===== src/rtl/ads_multich_rx.sv =====
// ads_multich_rx: serial receiver for a daisy-chained ADC. It synchronises sclk, drdy and dout
// into aclk, deserialises NCH words per frame and delivers them through a 2-entry stream FIFO.
module ads_multich_rx #(
    parameter int DW       = 24,
    parameter int NCH      = 1,
    parameter int SYNC     = 2,
    parameter int DISCARD  = 1,
    parameter int TMO      = 255,
    parameter int START_LO = 16,
    localparam int CW      = (NCH > 1) ? $clog2(NCH) : 1
) (
    input  logic          aclk,
    input  logic          areset_n,
    input  logic          en,
    input  logic          sclk,
    input  logic          drdy,
    input  logic          dout,
    output logic          start,
    output logic [DW-1:0] m_data,
    output logic [CW-1:0] m_chan,
    output logic          m_valid,
    input  logic          m_ready,
    output logic          m_last,
    output logic          overflow,
    output logic          frame_err,
    input  logic          clr_err
);

    localparam int EW = DW + CW + 1;
    localparam logic [15:0] RS_END  = 16'(START_LO > 0 ? START_LO - 1 : 0);
    localparam logic [15:0] TMO_END = 16'(TMO > 0 ? TMO - 1 : 0);

    typedef enum logic [1:0] {IDLE, RESYNC, WAIT, SHIFT} state_t;

    state_t          state_q, state_d;
    logic [SYNC-1:0] sclk_sync_q, sclk_sync_d, drdy_sync_q, drdy_sync_d, dout_sync_q, dout_sync_d;
    logic            sclk_p_q, sclk_p_d, drdy_p_q, drdy_p_d;
    logic [15:0]     cnt_q, cnt_d;
    logic [5:0]      bit_q, bit_d;
    logic [CW-1:0]   chan_q, chan_d;
    logic [7:0]      disc_q, disc_d;
    logic [DW-1:0]   sh_q, sh_d;
    logic            start_q, start_d, wv_q, wv_d, ov_q, ov_d, fe_q, fe_d;
    logic [EW-1:0]   wd_q, wd_d, e0_q, e0_d, e1_q, e1_d;
    logic [1:0]      fcnt_q, fcnt_d;
    logic            sclk_fall, drdy_rise, pop, ov_set, fe_set, last_bit, last_chan;
    logic [DW-1:0]   shifted;
    logic [1:0]      c1;

    assign sclk_fall = sclk_p_q & ~sclk_sync_q[SYNC-1];
    assign drdy_rise = ~drdy_p_q & drdy_sync_q[SYNC-1];
    assign shifted   = {sh_q[DW-2:0], dout_sync_q[SYNC-1]};
    assign last_bit  = bit_q == 6'(DW - 1);
    assign last_chan = chan_q == CW'(NCH - 1);
    assign pop       = (fcnt_q != 2'd0) & m_ready;
    assign c1        = fcnt_q - {1'b0, pop};

    assign {m_data, m_chan, m_last} = e0_q;
    assign m_valid   = fcnt_q != 2'd0;
    assign start     = start_q;
    assign overflow  = ov_q;
    assign frame_err = fe_q;

    always_comb begin
        sclk_sync_d = {sclk_sync_q[SYNC-2:0], sclk};
        drdy_sync_d = {drdy_sync_q[SYNC-2:0], drdy};
        dout_sync_d = {dout_sync_q[SYNC-2:0], dout};
        sclk_p_d    = sclk_sync_q[SYNC-1];
        drdy_p_d    = drdy_sync_q[SYNC-1];
        state_d     = state_q;
        cnt_d       = cnt_q;
        bit_d       = bit_q;
        chan_d      = chan_q;
        disc_d      = disc_q;
        sh_d        = sh_q;
        start_d     = start_q;
        wv_d        = 1'b0;
        wd_d        = wd_q;
        ov_set      = 1'b0;
        fe_set      = 1'b0;
        case (state_q)
            IDLE: begin
                cnt_d   = '0;
                bit_d   = '0;
                chan_d  = '0;
                disc_d  = '0;
                start_d = 1'b0;
                state_d = en ? RESYNC : IDLE;
            end
            RESYNC: begin
                cnt_d = cnt_q + 16'd1;
                if (cnt_q >= RS_END) begin
                    state_d = WAIT;
                    start_d = 1'b1;
                    cnt_d   = '0;
                    disc_d  = 8'(DISCARD);
                end
            end
            WAIT: begin
                if (drdy_rise) begin
                    state_d = SHIFT;
                    bit_d   = '0;
                    chan_d  = '0;
                    cnt_d   = '0;
                end
            end
            SHIFT: begin
                if (drdy_rise) begin
                    fe_set = 1'b1;
                    bit_d  = '0;
                    chan_d = '0;
                    cnt_d  = '0;
                end else if (sclk_fall) begin
                    sh_d  = shifted;
                    cnt_d = '0;
                    bit_d = last_bit ? 6'd0 : bit_q + 6'd1;
                    if (last_bit) begin
                        chan_d = chan_q + CW'(1);
                        wv_d   = disc_q == 8'd0;
                        wd_d   = {shifted, chan_q, last_chan};
                        if (last_chan) begin
                            state_d = WAIT;
                            disc_d  = (disc_q != 8'd0) ? disc_q - 8'd1 : disc_q;
                        end
                    end
                end else if (cnt_q >= TMO_END) begin
                    fe_set  = 1'b1;
                    state_d = WAIT;
                end else begin
                    cnt_d = cnt_q + 16'd1;
                end
            end
            default: state_d = IDLE;
        endcase
        // Pop first, then the pending word lands in the first free slot or is dropped.
        e0_d   = pop ? e1_q : e0_q;
        e1_d   = e1_q;
        fcnt_d = c1;
        if (wv_q) begin
            if (c1 == 2'd0) begin
                e0_d   = wd_q;
                fcnt_d = 2'd1;
            end else if (c1 == 2'd1) begin
                e1_d   = wd_q;
                fcnt_d = 2'd2;
            end else begin
                ov_set = 1'b1;
            end
        end
        if (!en) begin
            state_d = IDLE;
            start_d = 1'b0;
            wv_d    = 1'b0;
            fcnt_d  = 2'd0;
            ov_set  = 1'b0;
        end
        ov_d = ov_set | (ov_q & ~clr_err);
        fe_d = fe_set | (fe_q & ~clr_err);
    end

    always_ff @(posedge aclk or negedge areset_n) begin
        if (!areset_n) begin
            state_q     <= IDLE;
            sclk_sync_q <= '0;
            drdy_sync_q <= '0;
            dout_sync_q <= '0;
            sclk_p_q    <= 1'b0;
            drdy_p_q    <= 1'b0;
            cnt_q       <= '0;
            bit_q       <= '0;
            chan_q      <= '0;
            disc_q      <= '0;
            sh_q        <= '0;
            start_q     <= 1'b0;
            wv_q        <= 1'b0;
            wd_q        <= '0;
            e0_q        <= '0;
            e1_q        <= '0;
            fcnt_q      <= '0;
            ov_q        <= 1'b0;
            fe_q        <= 1'b0;
        end else begin
            state_q     <= state_d;
            sclk_sync_q <= sclk_sync_d;
            drdy_sync_q <= drdy_sync_d;
            dout_sync_q <= dout_sync_d;
            sclk_p_q    <= sclk_p_d;
            drdy_p_q    <= drdy_p_d;
            cnt_q       <= cnt_d;
            bit_q       <= bit_d;
            chan_q      <= chan_d;
            disc_q      <= disc_d;
            sh_q        <= sh_d;
            start_q     <= start_d;
            wv_q        <= wv_d;
            wd_q        <= wd_d;
            e0_q        <= e0_d;
            e1_q        <= e1_d;
            fcnt_q      <= fcnt_d;
            ov_q        <= ov_d;
            fe_q        <= fe_d;
        end
    end

endmodule


===== config.mk =====
export PLATFORM = sky130hd
export DESIGN_NAME = ads_multich_rx
export DESIGN_NICKNAME = d
export VERILOG_FILES = /design/src/rtl/ads_multich_rx.sv
export SDC_FILE = /design/constraint.sdc
export NUM_CORES = 1
export LEC_CHECK = 0
export BUFFER_PORTS_ARGS = -buffer_cell sky130_fd_sc_hd__buf_2
export CORE_MARGIN = 2
export CORE_UTILIZATION = 55
export CTS_BUF_LIST = sky130_fd_sc_hd__clkbuf_16
export CTS_CLUSTER_SIZE = 14
export DETAILED_ROUTE_END_ITERATION = 16
export HOLD_SLACK_MARGIN = 0.02
export PLACE_DENSITY = 0.7
export SYNTH_ARGS = -nofsm -noshare
export SYNTH_HDL_FRONTEND = slang
export SYNTH_SLANG_ARGS = --single-unit

===== constraint.sdc =====
create_clock -name aclk -period 9.6 [get_ports aclk]
set_input_delay 0.96 -clock aclk [delete_from_list [all_inputs] [get_ports aclk]]
set_output_delay 0.96 -clock aclk [all_outputs]
set_load 0.005 [all_outputs]

After elaboration in Yosys (flattened, before gate mapping)
Index checks and enable logic that the tools add are counted.
{"block": "op_classes", "addsub": 5, "n_mul": 0, "n_div": 0, "order_cmp": 2, "eq_ne": 22, "shift": 0, "muxes": 55, "bitwise": 13, "reduce_logical": 16}
{"operator": "2-to-1 mux 16 bit", "n": 5}
{"operator": "2-to-1 mux 26 bit", "n": 3}
{"operator": "case mux 16 bit (4 select lines)", "n": 1}
{"operator": "2-to-1 mux 8 bit", "n": 6}
{"operator": "2-to-1 mux 2 bit", "n": 12}
{"operator": "2-to-1 mux 6 bit", "n": 4}
{"operator": "case mux 8 bit (3 select lines)", "n": 1}
{"operator": "2-to-1 mux 1 bit", "n": 19}
{"operator": "case mux 6 bit (3 select lines)", "n": 1}
{"operator": "adder 16 x 1 -> 16 bit, second input constant", "n": 1}
{"operator": "greater-or-equal comparator 16 x 4 -> 1 bit, second input constant", "n": 1}
{"operator": "greater-or-equal comparator 16 x 8 -> 1 bit, second input constant", "n": 1}
{"operator": "!= test 4 bit, second input constant", "n": 4}
{"operator": "!= test 3 bit, second input constant", "n": 5}
{"operator": "!= test 2 bit, second input constant", "n": 7}
{"operator": "AND reduction 3 bit", "n": 3}
{"operator": "logical NOT 8 bit", "n": 1}
{"operator": "case mux 2 bit (4 select lines)", "n": 1}
{"operator": "AND reduction 4 bit", "n": 2}
{"operator": "nonzero test 8 bit", "n": 1}
{"operator": "subtractor 8 x 1 -> 8 bit, second input constant", "n": 1}
{"operator": "AND reduction 7 bit", "n": 1}
{"operator": "adder 6 x 1 -> 6 bit, second input constant", "n": 1}
{"operator": "equality test 6 x 5 -> 1 bit, second input constant", "n": 1}
{"operator": "15 further kinds", "n": 30}
{"block": "totals", "reg_bits": 148, "latch_bits": 0, "ramBits": 0, "romBits": 0, "word_cells": 132, "n_memories": 0}

Longest topological paths before layout
{"block": "logic_depth", "depth_word": 9, "depth_mapped": 13, "mapped_depth_nobuf": 9}

Least setup slack after synthesis
Ideal clock, no wire load.
{"block": "synth_timing", "path_kind": "input -> register", "startpoint": "input port m_ready", "endpoint": "register e1_q[10]", "t_arrival_ps": 3255, "required_ps": 9475, "slack_ps": 6221, "stages": 10, "n_path_buf": 3, "cell_sequence": "nand2_2 buf_2 inv_1 ha_1 xnor2_1 ha_1 nand3b_1 clkbuf_1 clkbuf_1 mux2_2"}
{"block": "synth_via", "elab_chain_cells": 5, "elab_cells_between_ends": 6, "classes_between": "add/sub (1); eq/ne (1); bitwise (2); reduce/logical (2)"}
{"item": "start: declaration", "line_no": "22", "source": "input logic m_ready,"}
{"item": "AND 1 bit *", "line_no": "55", "source": "assign pop = (fcnt_q != 2'd0) & m_ready;"}
{"item": "subtractor 2 x 1 -> 2 bit *", "line_no": "56", "source": "assign c1 = fcnt_q - {1'b0, pop};"}
{"item": "logical NOT 2 bit", "line_no": "140", "source": "if (c1 == 2'd0) begin"}
{"item": "inverter 1 bit (no line)"}
{"item": "AND reduction 3 bit (no line) *"}
{"item": "end signal: assignment", "line_no": "178", "source": "e1_q <= '0;"}
{"item": "end signal: assignment", "line_no": "198", "source": "e1_q <= e1_d;"}
{"item": "end: declaration", "line_no": "44", "source": "logic [EW-1:0] wd_q, wd_d, e0_q, e0_d, e1_q, e1_d;"}
Mark *: on every way between the ends. The rest lies on a longest branch, timed or not.
A chain may end at the register's enable or synchronous reset.

Worst setup path after layout
{"block": "layout_timing", "startpoint": "register fcnt_q[1]", "endpoint": "register e1_q[2]"}
{"block": "layout_via", "elab_chain_cells": 6, "elab_cells_between_ends": 7, "classes_between": "add/sub (1); eq/ne (1); bitwise (2); reduce/logical (3)"}
{"item": "start: declaration", "line_no": "45", "source": "logic [1:0] fcnt_q, fcnt_d;"}
{"item": "start signal: assignment", "line_no": "199", "source": "fcnt_q <= fcnt_d;"}
{"item": "nonzero test 2 bit", "line_no": "55"}
{"item": "AND 1 bit", "line_no": "55"}
{"item": "subtractor 2 x 1 -> 2 bit *", "line_no": "56"}
{"item": "logical NOT 2 bit", "line_no": "140"}
{"item": "inverter 1 bit (no line)"}
{"item": "AND reduction 3 bit (no line) *"}
Marks and branches as above.

==> results.txt <==
worst-margin pin slew: 0.881 ns
slowest stage delay, CP: 0.64 ns
dominant synthesized flop cell: dfrtp_1
Max FO, Critical Path: 27
Reg clk slew, reported paths: 0.06 ns
Remaining Overflow, GRT: 0
critical path endpoint category: flop
Syn Inst Count: 516
antenna diode count: 0
final setup fails: 0
DPL Wire Length: 7.26 mm
WHS: 0.347 ns
outcome: complete, no violations
initial antenna violation count: 0
Reg2Reg Launch Point: fcnt_q[1]
synth unique cells: 55
worst hold path type: flop to flop
FF-to-FF setup slack: 6.39 ns
CP required: 9.90 ns
1st-iter DRT viols: 251
P_sw: 0.000295 W
Reg2Reg Depth: 9
count leader, synth: dfrtp_1
starting density of the core: 0.564
CP max-delay cell: nand2_2
mapped cell area: 0.00644 mm2
Post-synth EDFFs: 0
Logic pwr share: 0.045
async set-or-reset flop fraction in the synthesized netlist: 1.00
Seq pwr share: 0.467
Worst R2R End: e1_q[2]
post_cts resized: 0
Synth-to-Final Area Change: 13.6%
Via density: 5.71
Syn Nets: 533
min-delay src: drdy_sync_q[0]
Non-Filler Instances: 710
Final Hold Viols: 0
Routed Antenna Nets: 0
peak supply drop: 0.112 mV
Slew Limit Headroom: 0.411
vias in the first global route: 4097
Pwr per Cell Area: 185 mW/mm2
CP Cell Sequence: or2_2, nand2_2, inv_1, ha_1, xnor2_1, ha_1, nand3b_1, buf_4, mux2_2
CTS tree: built
Synth area leader: dfrtp_1
sum of buffers and inverters on the critical path: 2
Leak: 3.86 nW
Max Fclk: 312 MHz
most frequent CP cell: ha_1
die span in y: 112 um
switching part of the total: 0.218
delay-heaviest family, CP: simple AND/OR/NAND/NOR gates
top post-synthesis cells by count: dfrtp_1 (148), mux2_2 (70), nand2_1 (41), o21ai_0 (38), mux2i_1 (28)
global-route wire length before repair: 19.9 mm
clock power share: 0.488
H-Tree Depth: 4
cts hold-fix bufs: 0
Slew Viols, Final: 0
critical path launch point type: flop
largest cells by area after synthesis: dfrtp_1 (57%), mux2_2 (12%), mux2i_1 (4.4%), o21ai_0 (3.0%), nand2_1 (2.4%)
Routed wire per std cell: 16.1 um
die footprint: 0.0126 mm2
Clock Sinks: 148
hold path depth: 0
DRT Pass-1 Iters: 5
unrepaired setup endpoints after global routing: no
final worst-path cycle share: 0.334
dpl cells: 678
Seq/Total Area, Yosys: 0.575
CTS root buffer: clkbuf_16
IO Pins: 38
WHS Endpoint: drdy_sync_q[1]
die width: 112 um
routability cong.: 0.808
DP Area: 0.00673 mm2
Yosys reg bits: 148
DR vias: 4052
Yosys top cell area share: 0.575
Syn Area/Cell: 12.5 um2
Internal: 0.00106 W
maxcap violations: 0
Yosys Warn Count: 0
core area: 0.0114 mm2
post-CTS setup buffers: 0
row count: 39
largest net degree at the start of global routing: 80
worst endpoint data arrival time: 3.50 ns
Final Skew: 0.00726 ns
Final Critical Period: 3.21 ns
cts bufs inserted: 17
Skew-Pair Late Insertion Delay: 0.42 ns
critical path type: flop to flop
Final Cell Area: 0.00732 mm2
Nets: 571
share of cells above drive strength 1: 0.279
final wirelength: 11.5 mm
setup TNS: 0 ns
GRT Overall Usage: 0.198
Port Buffers: 37
Final Util: 0.641
clock buffer depth: 2
# DRC: 0
## placed cells by master (no fill, tap or decap), types with 8 or more instances in the layout
master     Yosys  routed
inv_1         11      15
clkbuf_16      0      17
and3_1        12      12
a31oi_1        9       9
mux2i_1       28      28
o21ai_0       38      38
mux2_2        70      70
buf_2          7      36
nor2_1        18      18
ha_1           9       9
nand2_1       41      41
a21oi_1        8       8
dfrtp_1      148     148
nand3_1        9       9
## worst max path at each step
stage,cells past startpoint,startpoint,slack [ns],end
after detailed placement,9,m_ready,5.98,e1_q[12]
after global placement,9,m_ready,6.11,e1_q[9]
after global routing,9,fcnt_q[1],6.17,e1_q[4]
final,9,fcnt_q[1],6.39,e1_q[2]
after CTS,9,fcnt_q[1],6.32,e1_q[2]
after floorplan,10,m_ready,6.22,e1_q[10]
## routing by layer
metal / global-route usage / wire (um) / vias to the layer above / part of all wire
met2: 0.305 / 5410 / 94 / 0.47
li1: - / - / 1927 / -
met5: 0 / 0 / - / 0
met1: 0.273 / 5420 / 2015 / 0.47
met3: 0.0459 / 442 / 16 / 0.039
met4: 0.0854 / 187 / 0 / 0.016
## power by group through the flow
stage | clock network, W | registers (W) | logic [W]
finish | 0.000660 | 0.000632 | 0.0000605
global route | 0.000699 | 0.000633 | 0.0000695
CTS | 0.000674 | 0.000632 | 0.0000622
detailed placement | 0 | 0.000643 | 0.0000620
global placement | 0 | 0.000643 | 0.0000590
floorplan | 0 | 0.000642 | 0.0000394
## cells by family (layout without fill, tap and decap cells)
group,after synthesis,after routing,share of synthesized area
multiplexers,102,102,0.173
adder cells (fa/ha/maj),9,9,0.0175
AO/OA/AOI/OAI,89,89,0.0892
AND/OR/NAND/NOR,129,129,0.113
XOR/XNOR,5,5,0.00680
buffers and inverters,34,85,0.0253
flip-flops,148,148,0.575
## per-stage QoR
stage / setup WS [ns] / total power [W]
detailed placement: 5.98 / 0.000705
floorplan: 6.22 / 0.000681
CTS: 6.32 / 0.00137
global route: 6.17 / 0.00140
finish: 6.39 / 0.00135
global placement: 6.11 / 0.000702
## worst register-to-register path, stage by stage (launching register included)
cell and delay, ns:
dfrtp_1 0.40, or2_2 0.30, nand2_2 0.64, inv_1 0.10, ha_1 0.23, xnor2_1 0.31
ha_1 0.25, nand3b_1 0.11, buf_4 0.34, mux2_2 0.41
## sequential cells by signal (all words and copies together), names as in the netlist, 6 cells and up
signal and count:
sh_q 23, wd_q 26, e0_q 26, bit_q 6, e1_q 26, disc_q 8, cnt_q 16
## final cells by class
cell class | count | area (um2)
multi-input combinational | 334 | 2570
tap | 143 | 179
inverter | 11 | 41.3
timing repair buffer | 42 | 229
clock inverter | 15 | 165
fill | 864 | 4100
sequential | 148 | 3700
clock buffer | 17 | 425
Note: power is estimated with default switching activity, not from simulation.
